<file path="src/rtl/tile_draw.sv">
// rtl/tile_draw.sv - raster-fills one rectangular tile into a VGA pixel-write port
//
// Purpose
//   On a start request in IDLE the block latches lane / y_top / fill and then
//   streams one pixel per clock (x inner loop, then next row) covering a
//   TILE_W x TILE_H rectangle whose left edge is X_BASE + lane*TILE_W and whose
//   top row is y_top. Rows below Y_MAX are clipped. A single-cycle done pulse
//   ends every accepted tile. All outputs are registered.
//
// Optional feature
//   TILE_BORDER_EN : when defined, the outermost ring of the tile (first/last
//                    column, first/last row) is drawn black (3'b000) and the
//                    interior in the fill colour. Pixel count and timing are
//                    the same in both builds.
//
// Ports
//   clock   in   1  sole clock, rising edge
//   resetn  in   1  asynchronous active-low reset
//   start   in   1  draw request, only sampled in IDLE
//   lane    in   2  lane index 0..3
//   y_top   in   8  top row of the tile
//   fill    in   3  fill colour
//   x       out  9  pixel x
//   y       out  8  pixel y
//   colour  out  3  pixel colour
//   plot    out  1  pixel write enable
//   busy    out  1  high from acceptance of start until done
//   done    out  1  one-cycle completion pulse

module tile_draw #(
    parameter int X_BASE = 120,
    parameter int TILE_W = 20,
    parameter int TILE_H = 60,
    parameter int Y_MAX  = 239
) (
    input  logic       clock,
    input  logic       resetn,
    input  logic       start,
    input  logic [1:0] lane,
    input  logic [7:0] y_top,
    input  logic [2:0] fill,
    output logic [8:0] x,
    output logic [7:0] y,
    output logic [2:0] colour,
    output logic       plot,
    output logic       busy,
    output logic       done
);

    typedef enum logic [1:0] {
        S_IDLE = 2'd0,
        S_LOAD = 2'd1,
        S_DRAW = 2'd2,
        S_FIN  = 2'd3
    } state_t;

    // All geometry is carried in 9 bits so a tile that hangs below row 255
    // keeps counting upward instead of wrapping back to the top of the screen.
    localparam logic [8:0] LP_X_BASE    = 9'(X_BASE);
    localparam logic [8:0] LP_TILE_W    = 9'(TILE_W);
    localparam logic [8:0] LP_COL_LAST  = 9'(TILE_W - 1);
    localparam logic [8:0] LP_ROFF_LAST = 9'(TILE_H - 1);
    localparam logic [8:0] LP_Y_MAX     = 9'(Y_MAX);

    state_t     r_state;
    state_t     w_state_nxt;

    // Latched request
    logic [1:0] r_lane;
    logic [7:0] r_ytop;
    logic [2:0] r_fill;
    logic [1:0] w_lane_nxt;
    logic [7:0] w_ytop_nxt;
    logic [2:0] w_fill_nxt;

    // Raster walk state
    logic [8:0] r_x0;
    logic [8:0] r_row;
    logic [8:0] r_col;
    logic [8:0] r_roff;
    logic [8:0] w_x0_nxt;
    logic [8:0] w_row_nxt;
    logic [8:0] w_col_nxt;
    logic [8:0] w_roff_nxt;

    // Registered outputs
    logic [8:0] r_x;
    logic [7:0] r_y;
    logic [2:0] r_colour;
    logic       r_plot;
    logic       r_busy;
    logic       r_done;
    logic [8:0] w_x_nxt;
    logic [7:0] w_y_nxt;
    logic [2:0] w_colour_nxt;
    logic       w_plot_nxt;
    logic       w_busy_nxt;
    logic       w_done_nxt;

    // Datapath helpers
    logic [8:0] w_x0_calc;
    logic [8:0] w_ytop9;
    logic       w_col_last;
    logic       w_row_last;
    logic [2:0] w_pix_colour;

    assign w_x0_calc  = LP_X_BASE + 9'(r_lane) * LP_TILE_W;
    assign w_ytop9    = {1'b0, r_ytop};
    assign w_col_last = (r_col == LP_COL_LAST);
    // The current row is the last one drawn either because the tile is
    // complete or because the next row would fall off the bottom.
    assign w_row_last = (r_roff == LP_ROFF_LAST) || (r_row >= LP_Y_MAX);

`ifdef TILE_BORDER_EN
    logic w_on_border;
    assign w_on_border  = (r_col == 9'd0) || w_col_last ||
                          (r_roff == 9'd0) || (r_roff == LP_ROFF_LAST);
    assign w_pix_colour = w_on_border ? 3'b000 : r_fill;
`else
    assign w_pix_colour = r_fill;
`endif

    // State register
    always_ff @(posedge clock or negedge resetn) begin
        if (!resetn) begin
            r_state <= S_IDLE;
        end else begin
            r_state <= w_state_nxt;
        end
    end

    // Next-state and next-output logic
    always_comb begin
        w_state_nxt  = r_state;
        w_lane_nxt   = r_lane;
        w_ytop_nxt   = r_ytop;
        w_fill_nxt   = r_fill;
        w_x0_nxt     = r_x0;
        w_row_nxt    = r_row;
        w_col_nxt    = r_col;
        w_roff_nxt   = r_roff;
        w_x_nxt      = r_x;
        w_y_nxt      = r_y;
        w_colour_nxt = r_colour;
        w_plot_nxt   = 1'b0;
        w_busy_nxt   = r_busy;
        w_done_nxt   = 1'b0;

        case (r_state)
            S_IDLE: begin
                if (start) begin
                    w_lane_nxt  = lane;
                    w_ytop_nxt  = y_top;
                    w_fill_nxt  = fill;
                    w_busy_nxt  = 1'b1;
                    w_state_nxt = S_LOAD;
                end
            end

            S_LOAD: begin
                w_x0_nxt   = w_x0_calc;
                w_row_nxt  = w_ytop9;
                w_col_nxt  = 9'd0;
                w_roff_nxt = 9'd0;
                // A tile starting below the visible area produces no pixels.
                if (w_ytop9 > LP_Y_MAX) begin
                    w_state_nxt = S_FIN;
                end else begin
                    w_state_nxt = S_DRAW;
                end
            end

            S_DRAW: begin
                w_plot_nxt   = 1'b1;
                w_x_nxt      = r_x0 + r_col;
                w_y_nxt      = r_row[7:0];
                w_colour_nxt = w_pix_colour;
                if (w_col_last) begin
                    w_col_nxt  = 9'd0;
                    w_row_nxt  = r_row + 9'd1;
                    w_roff_nxt = r_roff + 9'd1;
                    // Leave on the edge that emits the final pixel so done
                    // lands exactly one cycle after the last plot.
                    if (w_row_last) begin
                        w_state_nxt = S_FIN;
                    end
                end else begin
                    w_col_nxt = r_col + 9'd1;
                end
            end

            S_FIN: begin
                w_done_nxt  = 1'b1;
                w_busy_nxt  = 1'b0;
                w_state_nxt = S_IDLE;
            end

            default: begin
                w_state_nxt = S_IDLE;
            end
        endcase
    end

    // Datapath and output registers
    always_ff @(posedge clock or negedge resetn) begin
        if (!resetn) begin
            r_lane   <= 2'd0;
            r_ytop   <= 8'd0;
            r_fill   <= 3'd0;
            r_x0     <= 9'd0;
            r_row    <= 9'd0;
            r_col    <= 9'd0;
            r_roff   <= 9'd0;
            r_x      <= 9'd0;
            r_y      <= 8'd0;
            r_colour <= 3'd0;
            r_plot   <= 1'b0;
            r_busy   <= 1'b0;
            r_done   <= 1'b0;
        end else begin
            r_lane   <= w_lane_nxt;
            r_ytop   <= w_ytop_nxt;
            r_fill   <= w_fill_nxt;
            r_x0     <= w_x0_nxt;
            r_row    <= w_row_nxt;
            r_col    <= w_col_nxt;
            r_roff   <= w_roff_nxt;
            r_x      <= w_x_nxt;
            r_y      <= w_y_nxt;
            r_colour <= w_colour_nxt;
            r_plot   <= w_plot_nxt;
            r_busy   <= w_busy_nxt;
            r_done   <= w_done_nxt;
        end
    end

    assign x      = r_x;
    assign y      = r_y;
    assign colour = r_colour;
    assign plot   = r_plot;
    assign busy   = r_busy;
    assign done   = r_done;

endmodule

</file>
<file path="config.mk">
export PLATFORM = sky130hd
export DESIGN_NAME = tile_draw
export DESIGN_NICKNAME = d
export VERILOG_FILES = /design/src/rtl/tile_draw.sv
export SDC_FILE = /design/constraint.sdc
export NUM_CORES = 1
export LEC_CHECK = 0
export CORE_MARGIN = 5
export CORE_UTILIZATION = 35
export DETAILED_ROUTE_END_ITERATION = 6
export PLACE_DENSITY = 0.53
export SLEW_MARGIN = 10
export SYNTH_ARGS = -nofsm -noshare
export SYNTH_HDL_FRONTEND = slang
export SYNTH_SLANG_ARGS = --single-unit
export TNS_END_PERCENT = 1
</file>
<file path="constraint.sdc">
create_clock -name clock -period 4.9 [get_ports clock]
set_input_delay 0.735 -clock clock [delete_from_list [all_inputs] [get_ports clock]]
set_output_delay 0.735 -clock clock [all_outputs]
set_load 0.01 [all_outputs]
</file>
-- Word level (Yosys, flattened, before mapping)
Cells that the tools add are included.
Widths: inputs -> output; s select.
- flip-flop bits (word level): 74
- bits of input ports: 16
- output and inout port bits: 23
- word-level logic and storage cells: 53
- $add $sub $neg: 5
- multipliers: 1
- order comparisons: 2
- equal/unequal tests: 8
- multiplexer cells: 15
- reduce and logical (&&, ||, !) cells: 8
- operators by type and width (kind ; number):
    $pmux 9 s2 ; 3
    $add 9x1->9 const B ; 3
    $mux 9 ; 3
    $add 9x9->9 ; 1
    $eq 9x5->1 const B ; 1
    $eq 9x6->1 const B ; 1
    $ge 9x8->1 const B ; 1
    $add 7x7->8 const A ; 1
    $gt 8x8->1 const B ; 1
    $pmux 2 s4 ; 1
    $mux 2 ; 3
    $ne 2x2->1 const B ; 3
    $reduce_and 2->1 ; 3
    $mul 2x3->5 const B ; 1
    $eq 2x2->1 const B ; 2
    $mux 1 ; 4
    $reduce_bool 2->1 ; 2
    $reduce_and 3->1 ; 1
    $eq 2x1->1 const B ; 1
    $logic_not 2->1 ; 1
    $pmux 1 s2 ; 1
    $logic_or 1x1->1 ; 1

-- Longest topological paths before layout
- depth after elaboration: 5
- gate-level depth with buffers: 7
- depth with buffers taken out: 6

-- Worst setup path before layout
OpenSTA, ideal clock, no wires.
- path kind: reg-to-reg
- from: register r_state[0]
- to: register r_x[5], in the netlist x[5]
- setup time: 0.125 ns
- data arrival time: 1.772 ns
- data required time: 4.775 ns
- slack: 3.003 ns
- cell stages (with the launch flop): 6
- path buffers: 2
- clock period less this slack: 1.897 ns
- cells stage by stage: dfrtp_1 -> inv_1 -> ha_1 -> buf_1 -> clkbuf_1 -> mux2_2
- longest elaborated chain between the ends: 1
- RTL lines (element ; line ; text):
    start, declared ; 65 ; state_t r_state;
    start signal, assigned ; 128 ; r_state <= w_state_nxt;
    $eq 2x2->1 ; 149 ; case (r_state)
    end signal, assigned ; 228 ; r_x <= w_x_nxt;
    end, declared ; 87 ; logic [8:0] r_x;
Every way passes these cells.
A chain may end at the register's enable or synchronous reset.

-- Final worst setup path
- from: register r_col[0]
- to: register r_row[8]
- longest elaborated chain between the ends: 3
- RTL lines (element ; line ; text):
    start, declared ; 79 ; logic [8:0] r_col;
    start signal, assigned ; 226 ; r_col <= w_col_nxt;
    $eq 9x5->1 ; 109 ; assign w_col_last = (r_col == LP_COL_LAST);
    $ne 2x2->1 (no line) ; - ;
    $reduce_and 2->1 (no line) ; - ;
    end signal, assigned ; 225 ; r_row <= w_row_nxt;
    end, declared ; 78 ; logic [8:0] r_row;
Every way passes these cells.

==> summary.txt <==
Worst hold path
  • Worst hold endpoint: x[2]
  • WHS Path Cells: 1
  • Hold_sp: x[2]
  • Hold crit path type: flop to flop

Routing
  • Avg Vias per Cell: 5.124
  • Final WL: 7655 um
  • Pre-Repair DR Iteration Count: 4
  • 1st-iter DRT viols: 125
  • Post-route ant nets: 0
  • Vias after detailed routing: 2526
  • Drt wl/cell: 15.53 um
  • DRC: 0

Synth
  • Sequential share of the synthesized area: 0.4941
  • Commonest cells post-synth: 71 x dfrtp_1, 29 x mux2_1, 19 x inv_1, 19 x nand2_1, 18 x a21oi_1
  • Count leader, synth: dfrtp_1
  • Yosys cell types: 45
  • Share of Yosys cell area claimed by the top area cell type: 0.4941
  • Main area contributors after synthesis: dfrtp_1 49%, mux2_1 9.1%, ha_1 5.6%, mux2i_1 3.1%, a21oi_1 2.5%
  • Number of synthesized flops with an enable pin: 0
  • Post-Syn Area: 3596 sq um
  • Top FF cell, synth: dfrtp_1
  • Synth Register Bits: 71
  • Syn_nets: 347
  • Avg Cell Area, Syn: 11.45 sq um
  • Largest area contributor in the netlist: dfrtp_1
  • Syn Inst Count: 314
  • Yosys warnings: 0
  • Asr flop ratio synth: 1.000

Timing
  • Fmax: 0.4468 GHz
  • Crit share post-route: 0.4568
  • Worst-margin pin slew: 0.9105 ns
  • Final setup viols: 0
  • Final Max Slew Viols: 0
  • Worst clock skew: 0.01557 ns
  • Final hold vios: 0
  • Setup TNS: 0 ns
  • Unrepaired setup endpoints after global routing: false
  • Minimum hold slack: 0.4878 ns
  • Rel. slew slack: 0.3930
  • Clock period minus worst slack: 2.238 ns

Clocking
  • Num CTS Buffers: 9
  • CTS clk-pin slew, worst paths: 0.09 ns
  • Clock latency on the worst-skew pair: 0.35 ns
  • H-Tree Depth: 3
  • Clk buf depth: 2
  • Post-CTS setup buffers: 0
  • CTS sink cnt: 71
  • Root buffer cell: clkbuf_8
  • Post-CTS sizing: 0
  • CTS hold repair buffers: 0
  • CTS tree: done

Power
  • Power Density: 559.9 nW/um^2
  • Worst IR Drop VDD: 224.4 uV
  • Tot Pwr: 0.002401 W
  • Leakage: 1.827 nW

Run status
  • Status: complete, no violations

Flow run
  • Max-Cap Viols: 0

Placement
  • Post-DP HPWL: 5268 um
  • PortBufs: 38
  • GP Congestion: 0.7588
  • Post-DP Area: 4109 sq um

Cells and area
  • Final Util: 0.4210
  • Final Instance Area: 4288 sq um
  • Share of layout cells above drive strength 1: 0.08683
  • # diodes: 0
  • Net count, final: 385
  • Fillers: 1000
  • Area Overhead vs Synth: 19.24%

Setup path
  • Slowest-stage cell, CP: or4_1
  • Critical Path Start Type: flop
  • Flop2flop setup slack: 2.66 ns
  • Reg2reg end: r_row[8]
  • Critical path class: flop to flop
  • CP max stage delay: 0.53 ns
  • Crit. End Element: flop
  • CP arrival: 2.52 ns
  • Worst-path maximum fanout: 7
  • Crit path cell chain: ha_1 > nor4b_4 > nand3_1 > or4_1 > a21oi_1
  • Reg2Reg Launch Point: r_col[0]
  • WP data required: 5.18 ns
  • Worst Reg-to-Reg Cells: 5

Floorplan
  • Core area: 10180 sq um
  • Die width: 111.4 um
  • Die ar.: 12400 sq um
  • Initial Util: 0.3531
  • Die Y-Extent: 111.4 um
  • IO Count: 39
  • Rows: 37

Global route
  • Largest net degree at the start of global routing: 72
  • Grt ovf: 0
  • Global-route wire length before repair: 13630 um
  • Gr usage total: 0.1346
  • Initial antenna violation count: 0
  • Vias in the first global route: 2672
[worst max-delay path, delay by kind of cell (launching register included)]
| kind | cells | cell delay (ns) |
|---|---|---|
| adders and majority gates | 1 | 0.28 |
| AOI/OAI and AO/OA | 1 | 0.16 |
| and+or+nand+nor | 3 | 1.32 |
| DFF | 1 | 0.41 |
[area by class of cell]
| type | count | area (sq um) | share of cell area |
|---|---|---|---|
| inverter | 19 | 71.32 | 0.01663 |
| multi-input combinational | 212 | 1705 | 0.3977 |
| clock buffer | 9 | 123.9 | 0.02889 |
| timing repair buffer | 39 | 385.4 | 0.08987 |
| clock inverter | 7 | 55.05 | 0.01284 |
| sequential | 71 | 1777 | 0.4144 |
| tap | 136 | 170.2 | 0.03968 |
[flip-flops by register name (all words and copies together), names as in the netlist]
signal	flops
x	9
busy	1
plot	1
r_x0	6
r_state	2
r_fill	3
r_ytop	8
r_roff	9
done	1
y	8
colour	3
r_lane	2
r_row	9
r_col	9
[power by group]
| group | switching [W] | internal (W) | total, W |
|---|---|---|---|
| combinational | 0.000497 | 0.000491 | 0.000987 |
| clock | 0.000246 | 0.000187 | 0.000432 |
| sequential | 0.000175 | 0.000806 | 0.000981 |
[metrics by stage]
step | std cells | worst slack [ns]
finish | 493 | 2.662
global route | 493 | 2.433
CTS | 493 | 2.638
detailed placement | 477 | 2.592
global placement | 477 | 2.603
floorplan | 314 | 3.003
[kinds of logic (layout without fill, tap and decap cells)]
group | count (synthesis) | in the layout | synth area share
muxes | 45 | 45 | 0.1371
and+or+nand+nor | 82 | 82 | 0.1381
AOI/OAI and AO/OA | 54 | 54 | 0.1030
xor gates and xnor gates | 14 | 14 | 0.03410
DFF | 71 | 71 | 0.4941
buffers and inverters | 31 | 74 | 0.03236
adders and majority gates | 17 | 17 | 0.06124
[layout by cell type (no fill, tap or decap), types with 3 or more instances in the layout]
| cell | instances |
|---|---|
| inv_1 | 19 |
| mux2i_1 | 11 |
| ha_1 | 15 |
| clkinvlp_4 | 5 |
| nand4_1 | 12 |
| o21ai_0 | 3 |
| nor2_1 | 8 |
| and3_1 | 4 |
| o21ai_1 | 6 |
| nor3_1 | 5 |
| nor2b_1 | 5 |
| a22o_1 | 3 |
| clkbuf_8 | 9 |
| xnor2_1 | 9 |
| dfrtp_1 | 71 |
| mux2_1 | 29 |
| nor4_1 | 3 |
| nand3_1 | 11 |
| mux2_2 | 5 |
| a21oi_1 | 18 |
| a211oi_1 | 8 |
| clkdlybuf4s50_1 | 37 |
| xor2_1 | 5 |
| nand2_1 | 19 |
[per-layer routing]
metal  track usage  wire, um  vias to the layer above
met1        0.1846      3700                     1250
met3       0.02935       267                       13
li1              -         -                     1219
met2        0.2099      3545                       44
met4       0.05028       142                        0
met5             0         0                        -
[worst max-delay path by stage]
stage                    start         to  slack, ns  cells after the start
CTS                 r_state[0]   r_row[8]       2.64                      6
finish                r_col[0]   r_row[8]       2.66                      5
global placement         start  r_lane[1]       2.60                      3
global route        r_state[0]   r_row[8]       2.43                      6
floorplan           r_state[0]       x[5]       3.00                      5
detailed placement       start  r_ytop[2]       2.59                      3
(Power assumes the default switching activity.)
